$ cat src/rtl/stream_mux_n_1.sv
// stream_mux_n_1
//
// N-to-1 multiplexer for W-bit valid/ready streams with a one-deep registered
// output stage. The source channel is either chosen externally through 'sel'
// (fixed mode) or by a round-robin search over the valid channels starting at
// an internal pointer (round-robin mode). The output register can be drained
// and reloaded on the same edge, so one beat per cycle is sustained while the
// consumer keeps out_ready high.
//
// Parameters:
//   N  - number of input channels (2..16)
//   W  - data width per channel (>= 1)
//   SW - select width, derived as $clog2(N)
//
// Ports:
//   clk        - rising-edge clock
//   rst        - asynchronous active-high reset
//   in_data    - N*W bits, channel i at [i*W +: W]
//   in_valid   - per-channel valid
//   in_ready   - per-channel ready (at most one bit high, all zero in reset)
//   sel        - channel select used in fixed mode
//   mode       - 0 = fixed select, 1 = round-robin
//   out_data   - registered output data
//   out_valid  - output register holds a beat
//   out_ready  - consumer accepts the output beat
//   out_count  - 16-bit output handshake counter (optional)
//
// Optional feature: define STREAM_MUX_COUNT_EN to add the out_count port and
// its wrapping handshake counter. Without it the port and counter are absent.

module stream_mux_n_1 #(
  parameter int N = 4,
  parameter int W = 8,
  localparam int SW = $clog2(N)
) (
  input  logic           clk,
  input  logic           rst,
  input  logic [N*W-1:0] in_data,
  input  logic [N-1:0]   in_valid,
  output logic [N-1:0]   in_ready,
  input  logic [SW-1:0]  sel,
  input  logic           mode,
  output logic [W-1:0]   out_data,
  output logic           out_valid,
  input  logic           out_ready
`ifdef STREAM_MUX_COUNT_EN
  ,
  output logic [15:0]    out_count
`endif
);

  logic [W-1:0]  outData_q, outData_d;
  logic          outValid_q, outValid_d;
  logic [SW-1:0] rrPtr_q, rrPtr_d;

  logic          accept;
  logic          candValid;
  logic [SW-1:0] candIdx;
  logic [N-1:0]  inReady;
  logic          transfer;
  logic [W-1:0]  selData;

  // Channel index (base + offset) wrapped into 0..N-1; offset is at most N-1.
  function automatic logic [SW-1:0] wrapIdx(input logic [SW-1:0] base, input int offset);
    int s;
    s = int'(base) + offset;
    if (s >= N) s = s - N;
    return SW'(s);
  endfunction

  // The output register can take a new beat when it is empty or being drained.
  assign accept = !outValid_q || out_ready;

  // Candidate selection. Fixed mode trusts 'sel' unless it points past the
  // last channel. Round-robin takes the first valid channel at or after the
  // pointer, wrapping around, so no candidate exists when nothing is valid.
  always_comb begin
    candValid = 1'b0;
    candIdx   = '0;
    if (!mode) begin
      if (int'(sel) < N) begin
        candValid = 1'b1;
        candIdx   = sel;
      end
    end else begin
      for (int k = 0; k < N; k++) begin
        if (!candValid && in_valid[wrapIdx(rrPtr_q, k)]) begin
          candValid = 1'b1;
          candIdx   = wrapIdx(rrPtr_q, k);
        end
      end
    end
  end

  // One-hot ready towards the candidate only; reset forces all readies low
  // even before the first clock edge sees it.
  always_comb begin
    inReady = '0;
    for (int i = 0; i < N; i++) begin
      inReady[i] = accept && candValid && (candIdx == SW'(i)) && !rst;
    end
  end

  assign in_ready = inReady;
  assign transfer = |(inReady & in_valid);

  // Data steering; in_data only reaches the output register, never a port.
  always_comb begin
    selData = '0;
    for (int i = 0; i < N; i++) begin
      if (candIdx == SW'(i)) selData = in_data[i*W +: W];
    end
  end

  // Next-state: a transfer always wins and keeps out_valid high, which is
  // what allows drain-and-reload on one edge without a bubble. The pointer
  // only moves on round-robin transfers, to just past the granted channel.
  always_comb begin
    outData_d  = outData_q;
    outValid_d = outValid_q;
    rrPtr_d    = rrPtr_q;
    if (transfer) begin
      outData_d  = selData;
      outValid_d = 1'b1;
      if (mode) rrPtr_d = wrapIdx(candIdx, 1);
    end else if (outValid_q && out_ready) begin
      outValid_d = 1'b0;
    end
  end

  always_ff @(posedge clk or posedge rst) begin
    if (rst) begin
      outData_q  <= '0;
      outValid_q <= 1'b0;
      rrPtr_q    <= '0;
    end else begin
      outData_q  <= outData_d;
      outValid_q <= outValid_d;
      rrPtr_q    <= rrPtr_d;
    end
  end

  assign out_data  = outData_q;
  assign out_valid = outValid_q;

`ifdef STREAM_MUX_COUNT_EN
  logic [15:0] count_q, count_d;

  // Counts output handshakes; natural 16-bit wrap from 0xFFFF to 0.
  always_comb begin
    count_d = count_q;
    if (outValid_q && out_ready) count_d = count_q + 16'd1;
  end

  always_ff @(posedge clk or posedge rst) begin
    if (rst) count_q <= '0;
    else     count_q <= count_d;
  end

  assign out_count = count_q;
`endif

endmodule

$ cat config.mk
export PLATFORM = sky130hd
export DESIGN_NAME = stream_mux_n_1
export DESIGN_NICKNAME = d
export VERILOG_FILES = /design/src/rtl/stream_mux_n_1.sv
export SDC_FILE = /design/constraint.sdc
export NUM_CORES = 1
export LEC_CHECK = 0
export CAP_MARGIN = 20
export CORE_MARGIN = 2
export CORE_UTILIZATION = 39
export DETAILED_ROUTE_END_ITERATION = 8
export GPL_ROUTABILITY_DRIVEN = 0
export GPL_TIMING_DRIVEN = 1
export PLACE_DENSITY = 0.89
export SETUP_SLACK_MARGIN = 0.5
export SYNTH_ARGS = -nofsm -noshare
export SYNTH_HDL_FRONTEND = slang
export SYNTH_SLANG_ARGS = --single-unit
$ cat constraint.sdc
create_clock -name clk -period 5.1 [get_ports clk]
set_input_delay 1.53 -clock clk [delete_from_list [all_inputs] [get_ports clk]]
set_output_delay 1.53 -clock clk [all_outputs]
set_load 0.005 [all_outputs]
# --- Word level (Yosys, flattened, before mapping) ---
# Index checks and enable logic that the tools add are counted.
word_totals:
  regBits: 11
  in_bits: 42
  out_inout_bits: 13
  wordCells: 84
classes:
  add_sub_neg: 9
  magnitude_cmp: 9
  eq_ne: 3
  n_mux: 36
  bitwise_logic: 1
  n_reduce_logical: 23
op_table:
  columns: ["op", "count"]
  rows:
  - ["2-to-1 mux 8 bit", 4]
  - ["2-to-1 mux 2 bit", 14]
  - ["2-to-1 mux 1 bit", 14]
  - ["logical AND 1 bit", 13]
  - ["greater-or-equal comparator 3 bit, second input constant", 4]
  - ["less-than comparator 2 x 3 -> 1 bit, second input constant", 4]
  - ["subtractor 2 x 1 -> 2 bit, second input constant", 5]
  - ["binary-select mux 1 bit (select 2 bit)", 4]
  - ["adder 2 x 1 -> 3 bit, second input constant", 2]
  - ["adder 2 x 2 -> 3 bit, second input constant", 2]
  - ["zero test 1 bit", 5]
  - ["AND 4 bit", 1]
  - ["== test 2 bit, second input constant", 2]
  - ["OR reduction 4 bit", 1]
  - ["greater-or-equal comparator 2 x 3 -> 1 bit, second input constant", 1]
  - ["== test 2 x 1 -> 1 bit, second input constant", 1]
  - ["zero test 2 bit", 1]
  - ["AND reduction 2 bit", 1]
  - ["nonzero test 2 bit", 1]
  - ["logical OR 1 bit", 1]

# --- Depth between registers and ports, before layout ---
depth:
  depth_word: 25
  mapped_depth: 12
  depth_no_buf: 9

# --- Worst setup path before layout ---
# No wires, ideal clock.
synth_path:
  path_kind: "in2out"
  start: "input in_valid[0]"
  end: "output in_ready[3]"
  t_arrival_ns: 3.242
  t_required_ns: 3.570
  path_slack_ns: 0.328
  stages: 9
  n_path_buf: 3
  cell_sequence: "buf_2 > a2111oi_0 > a21oi_1 > a31oi_1 > ha_1 > buf_2 > clkbuf_1 > nand3_1 > o21ai_0"
synth_between:
  elab_chain_len: 19
  elab_cells_between_ends: 31
  cone_classes: "eq/ne (1); mux (21); reduce/logical (9)"
synth_lines:
  columns: ["element", "line_no", "rtl"]
  rows:
  - ["from (decl)", "39", "input logic [N-1:0] in_valid,"]
  - ["binary-select mux 1 bit (select 2 bit)", "87", "if (!candValid && in_valid[wrapIdx(rrPtr_q, k)]) begin"]
  - ["2-to-1 mux 1 bit (not written as such)", "87", null]
  - ["2-to-1 mux 1 bit", "87", null]
  - ["2-to-1 mux 1 bit", "80", "if (!mode) begin"]
  - ["zero test 1 bit", "87", null]
  - ["logical AND 1 bit", "87", null]
  - ["2-to-1 mux 1 bit", "87", null]
  - ["2-to-1 mux 1 bit", "80", null]
  - ["[2 not listed]", null, null]
  - ["2-to-1 mux 1 bit", "87", null]
  - ["2-to-1 mux 1 bit", "80", null]
  - ["zero test 1 bit", "87", null]
  - ["logical AND 1 bit", "87", null]
  - ["2-to-1 mux 2 bit / 2-to-1 mux 1 bit (equally long branches)", "87", null]
  - ["2-to-1 mux 2 bit / 2-to-1 mux 1 bit (equally long branches)", "80", null]
  - ["== test 2 bit / logical AND 1 bit (equally long branches)", "100", "inReady[i] = accept && candValid && (candIdx == SW'(i)) && !rst;"]
  - ["logical AND 1 bit * (2 in a row)", "100", null]
  - ["to (decl)", "40", "output logic [N-1:0] in_ready,"]
# Every way passes the cells marked *; elsewhere a longest branch is shown, timed or not. The select of a mux whose other input is x is not followed.

# --- Worst setup path after layout ---
layout_path:
  start: "input in_valid[2]"
  end: "output in_ready[0]"
layout_between:
  elab_chain_len: 19
  elab_cells_between_ends: 31
  cone_classes: "mux (21); reduce/logical (10)"
layout_lines:
  columns: ["element", "line_no"]
  rows:
  - ["binary-select mux 1 bit (select 2 bit)", "87"]
  - ["2-to-1 mux 1 bit (not written as such)", "87"]
  - ["2-to-1 mux 1 bit", "87"]
  - ["2-to-1 mux 1 bit", "80"]
  - ["zero test 1 bit", "87"]
  - ["logical AND 1 bit", "87"]
  - ["2-to-1 mux 1 bit", "87"]
  - ["2-to-1 mux 1 bit", "80"]
  - ["[2 not listed]", null]
  - ["2-to-1 mux 1 bit", "87"]
  - ["2-to-1 mux 1 bit", "80"]
  - ["zero test 1 bit", "87"]
  - ["logical AND 1 bit", "87"]
  - ["2-to-1 mux 2 bit / 2-to-1 mux 1 bit (equally long branches)", "87"]
  - ["2-to-1 mux 2 bit / 2-to-1 mux 1 bit (equally long branches)", "80"]
  - ["zero test 2 bit / logical AND 1 bit (equally long branches)", "100"]
  - ["logical AND 1 bit * (2 in a row)", "100"]
# Marked as above.

==> flow_results.org <==
** Synth
- Library cell occupying the most area in the post-synthesis netlist :: sky130_fd_sc_hd__dfrtp_1
- Area contributors post-synth :: sky130_fd_sc_hd__dfrtp_1, sky130_fd_sc_hd__a21oi_1, sky130_fd_sc_hd__o21ai_0
- The number of nets handed over by synthesis was 186.
- Ranked by instance count, the synthesized netlist is headed by sky130_fd_sc_hd__a21oi_1, sky130_fd_sc_hd__o21ai_0, sky130_fd_sc_hd__inv_1.
- Summed over its instances, the top area cell type makes up 26.47% of the synthesized netlist area.
- Yosys mapped a number of flops with a built-in enable equal to 0.
- During synthesis, Yosys emitted a total of 0 warnings.
- Synthesis handed over a netlist of 140 instances.
- Count leader, synth :: sky130_fd_sc_hd__a21oi_1
- Counting flops and latches in the post-synthesis netlist gives 11.
- For this run, the register share of the synthesized area comes to 26.47%.
- Of all flip-flops after synthesis, the portion carrying an async set or reset was 100.0%.
- Main flop type after synthesis :: sky130_fd_sc_hd__dfrtp_1
- After synthesis, the mean cell area works out to 7.427 um2.
- Area of the mapped netlist :: 1040 um2
- Post-synth cell types :: 35

** Setup path
- Worst-path maximum fanout :: 4
- The cell that appears most often on the critical path is sky130_fd_sc_hd__buf_4.
- Cell with the largest stage delay on the worst path :: sky130_fd_sc_hd__mux4_1
- The critical path goes through buf_8 > buf_6 > buf_4 > buf_4 > mux4_1 > nand2b_1 > nand3_1 > o21ai_1 > clkdlybuf4s15_2.
- Worst path bufs/invs :: 5
- The cell family contributing the most delay on the critical path is buffers and inverters.
- On the worst path, the slowest cell contributes a delay of 0.48 ns.
- Required time at the worst-slack endpoint :: 3.57 ns
- The worst setup path is launched from an input pin.
- The worst setup path is captured at an output pin.
- Arrival time of the worst setup path :: 3.12 ns
- The critical path is of the input pin to output pin type.

** Detailed routing
- Detailed routing inserted a total of 1,440 vias.
- Number of violations reported at the end of detailed-routing iteration 0 :: 54
- Total wire length after detailed routing :: 4481 um
- Remaining routing DRC violations :: 0
- Per-cell routed wire length :: 18.29 um
- Dividing the detail-routed via count by the number of cells gives 5.878.
- DRT Pass-1 Iters :: 4
- Antenna violation net count after detailed routing :: 0

** Die
- For this design the top-level I/O count stands at 55.
- In this run the horizontal extent of the chip is 55.64 um.
- In this run the core area contains 18 standard-cell rows.
- The initial utilization of the core area, before any placement, comes to 41.59%.
- The die covers 3095 um2.
- Die height :: 55.64 um
- In this run the standard cell core region covers 2500 um2.

** Timing
- Setup WS post-layout :: 0.4471 ns
- Tightest hold margin :: 0.5250 ns
- After routing, the total negative slack on setup checks comes to 0 ns.
- Static timing analysis puts the maximum clock frequency at 214.9 MHz.
- Unrepaired setup endpoints after global routing :: true
- The count of pins over their slew limit came to 0.
- Setup-violating endpoint count in the final report :: 0
- The worst path uses 91.23% of the clock period.
- Slew @ Worst Pin :: 0.7169 ns
- Worst max-slew margin expressed relative to the limit :: 52.06%
- The count of final hold-check violations came to 0.
- Between clock sinks in the finished design, the worst skew comes to 0.009256 ns.
- The smallest clock period supported by the final layout is computed as 4.653 ns.

** Layout
- After routing the design area is 1921 um2.
- Final Net Count :: 262
- Excluding fillers, the count of instances in the completed layout stands at 245.
- Fillers :: 179
- Share of layout cells above drive strength 1 :: 28.37%
- Layout-stage area growth over the synthesis result :: 84.72%
- The number of antenna diodes in the final layout is 0.

** Hold path
- Worst Hold Class :: register to register

** Clock network
- Clock latency on the worst-skew pair, taken at its later pin, is 0.27 ns.
- CTS placed an instance of sky130_fd_sc_hd__clkbuf_4 at the clock tree root.
- Worst-case clock buffer depth :: 2
- Counting every sink on the clock net gives 11.
- CTS tree :: built
- Clock Pin Slew Worst Setup and Hold Paths :: 0.06 ns
- Post-cts hold buffer count :: 0
- In this run the number of H-tree levels came out at 1.
- Total clock buffers created by CTS :: 3

** Run
- Total of max-cap violations :: 0

** Place
- Counting tap cells, the placed design contains a total of 229 instances.
- Once detailed placement completed, the half-perimeter wirelength came to 2746 um.
- Quantity of I/O buffers inserted on ports :: 54
- Before CTS, the worst setup slack after placement is -0.3001 ns.
- Standard cell area after detailed placement :: 1679 um2

** Global routing
- The number of global-route vias before repair is 1,503.
- The first global-routing pass estimated 6900 um of wire.
- Gr usage total :: 28.45%
- Global routing finished with a remaining overflow of 0.
- Entering global routing, the biggest net connects 20 pins.
- The number of antenna violations at the first check in global routing came to 0.

** Power and ir drop
- Summed over all cells, the static leakage comes to 0.8157 nW.
- Maximum VDD drop :: 0.0002369 V
- Registers are responsible for 26.2% of the overall power.
- Switching power :: 0.2710 mW
- Pwr Density :: 346.1 nW/um2
- The share of total power dissipated in combinational logic is 64.9%.
- Internal cell power :: 0.3937 mW
- Net switching is 40.77% of the power.
- The clock network is responsible for 8.9% of the overall power.

** Status
- The flow ran to the end, and the final reports show no timing, DRC or antenna violations.
layout make-up:
type / count / area (um2) / share of cell area, %
Timing Repair Buffer: 82 / 743.2 / 38.70
Inverter: 13 / 48.80 / 2.541
Sequential cell: 11 / 275.3 / 14.33
Clock buffer: 4 / 26.28 / 1.368
Tap cell: 30 / 37.54 / 1.954
Multi-Input combinational cell: 105 / 789.5 / 41.11
cells by family (layout without fill, tap and decap cells):
family / Yosys count / after routing / share of synthesized area, %
AO/OA/AOI/OAI: 63 / 63 / 37.91
AND/OR/NAND/NOR: 35 / 35 / 15.40
buffers and inverters: 24 / 99 / 10.47
flip-flops: 11 / 11 / 26.47
adder cells (fa/ha/maj): 4 / 4 / 4.814
multiplexers: 3 / 3 / 4.934
power by group through the flow:
| stage | Clock [mW] | Combinational (mW) | Sequential [mW] |
|---|---|---|---|
| after floorplan | 0 | 0.196 | 0.154 |
| after global placement | 0 | 0.336 | 0.163 |
| after detailed placement | 0 | 0.351 | 0.166 |
| after CTS | 0.0596 | 0.395 | 0.167 |
| after global routing | 0.0669 | 0.461 | 0.180 |
| final | 0.0592 | 0.431 | 0.174 |
worst register-to-register path, delay by kind of cell (launching register included):
family | cells | cell delay (ns)
AOI/OAI and AO/OA | 5 | 1.52
buffers and inverters | 4 | 0.69
DFF | 1 | 0.66
muxes | 1 | 0.34
and+or+nand+nor | 1 | 0.17
adders and majority gates | 1 | 0.13
per-stage QoR:
stage / util (%) / power, mW
after floorplan: - / 0.3502
after global placement: 67.17 / 0.4989
after detailed placement: 67.17 / 0.5167
after CTS: 74.77 / 0.6219
after global routing: 76.83 / 0.7081
final: 76.83 / 0.6647
repair_timing:
action                                  CTS  global route
pin swaps                                15            12
resized for setup                        53            16
endpoints found under the hold margin     0             0
setup buffers                             9             3
endpoints found under the setup margin    4             4
metal layers:
metal,up-vias,track usage [%],part of all wire [%]
met5,-,0,0
met4,0,11.85,3.3
met3,14,7.209,6.4
met2,81,51.87,52
met1,690,30.96,38
li1,655,-,-
sequential cells by signal, indices dropped and copies added, names as in the netlist:
name       flops
out_data       8
out_valid      1
rrPtr_q        2
final timing paths:
kind	depth (start not counted)	startpoint	slack (ns)	to
min in group asynchronous	2	rst	1.74	out_valid$_DFFE_PP0P_
max reg2reg	12	rrPtr_q[1]$_DFFE_PP0P_	1.46	rrPtr_q[1]$_DFFE_PP0P_
max	9	in_valid[2]	0.45	in_ready[0]
max in group asynchronous	2	rst	3.05	out_data[2]$_DFFE_PP0P_
min reg2reg	2	out_data[2]$_DFFE_PP0P_	0.52	out_data[2]$_DFFE_PP0P_
min	2	out_data[2]$_DFFE_PP0P_	0.52	out_data[2]$_DFFE_PP0P_
layout by cell type, fill, tap and decap left out, types with 2 or more instances in the layout:
cell                              netlist  routed
sky130_fd_sc_hd__inv_1                 13      12
sky130_fd_sc_hd__buf_6                  1       4
sky130_fd_sc_hd__o21ai_0               14       8
sky130_fd_sc_hd__o21ai_1                0       4
sky130_fd_sc_hd__nor2_1                11      11
sky130_fd_sc_hd__a211oi_4               1       2
sky130_fd_sc_hd__buf_4                  2      25
sky130_fd_sc_hd__ha_4                   0       4
sky130_fd_sc_hd__dfrtp_1               11      11
sky130_fd_sc_hd__clkdlybuf4s50_1        0      45
sky130_fd_sc_hd__a22oi_1                9       9
sky130_fd_sc_hd__nand3_1                9       8
sky130_fd_sc_hd__nand2_1                8       8
sky130_fd_sc_hd__clkbuf_4               0       3
sky130_fd_sc_hd__buf_2                  3       4
sky130_fd_sc_hd__a21oi_1               28      26
sky130_fd_sc_hd__o21ai_2                0       2
sky130_fd_sc_hd__a21oi_2                0       2
Note: power is estimated with default switching activity, not from simulation.
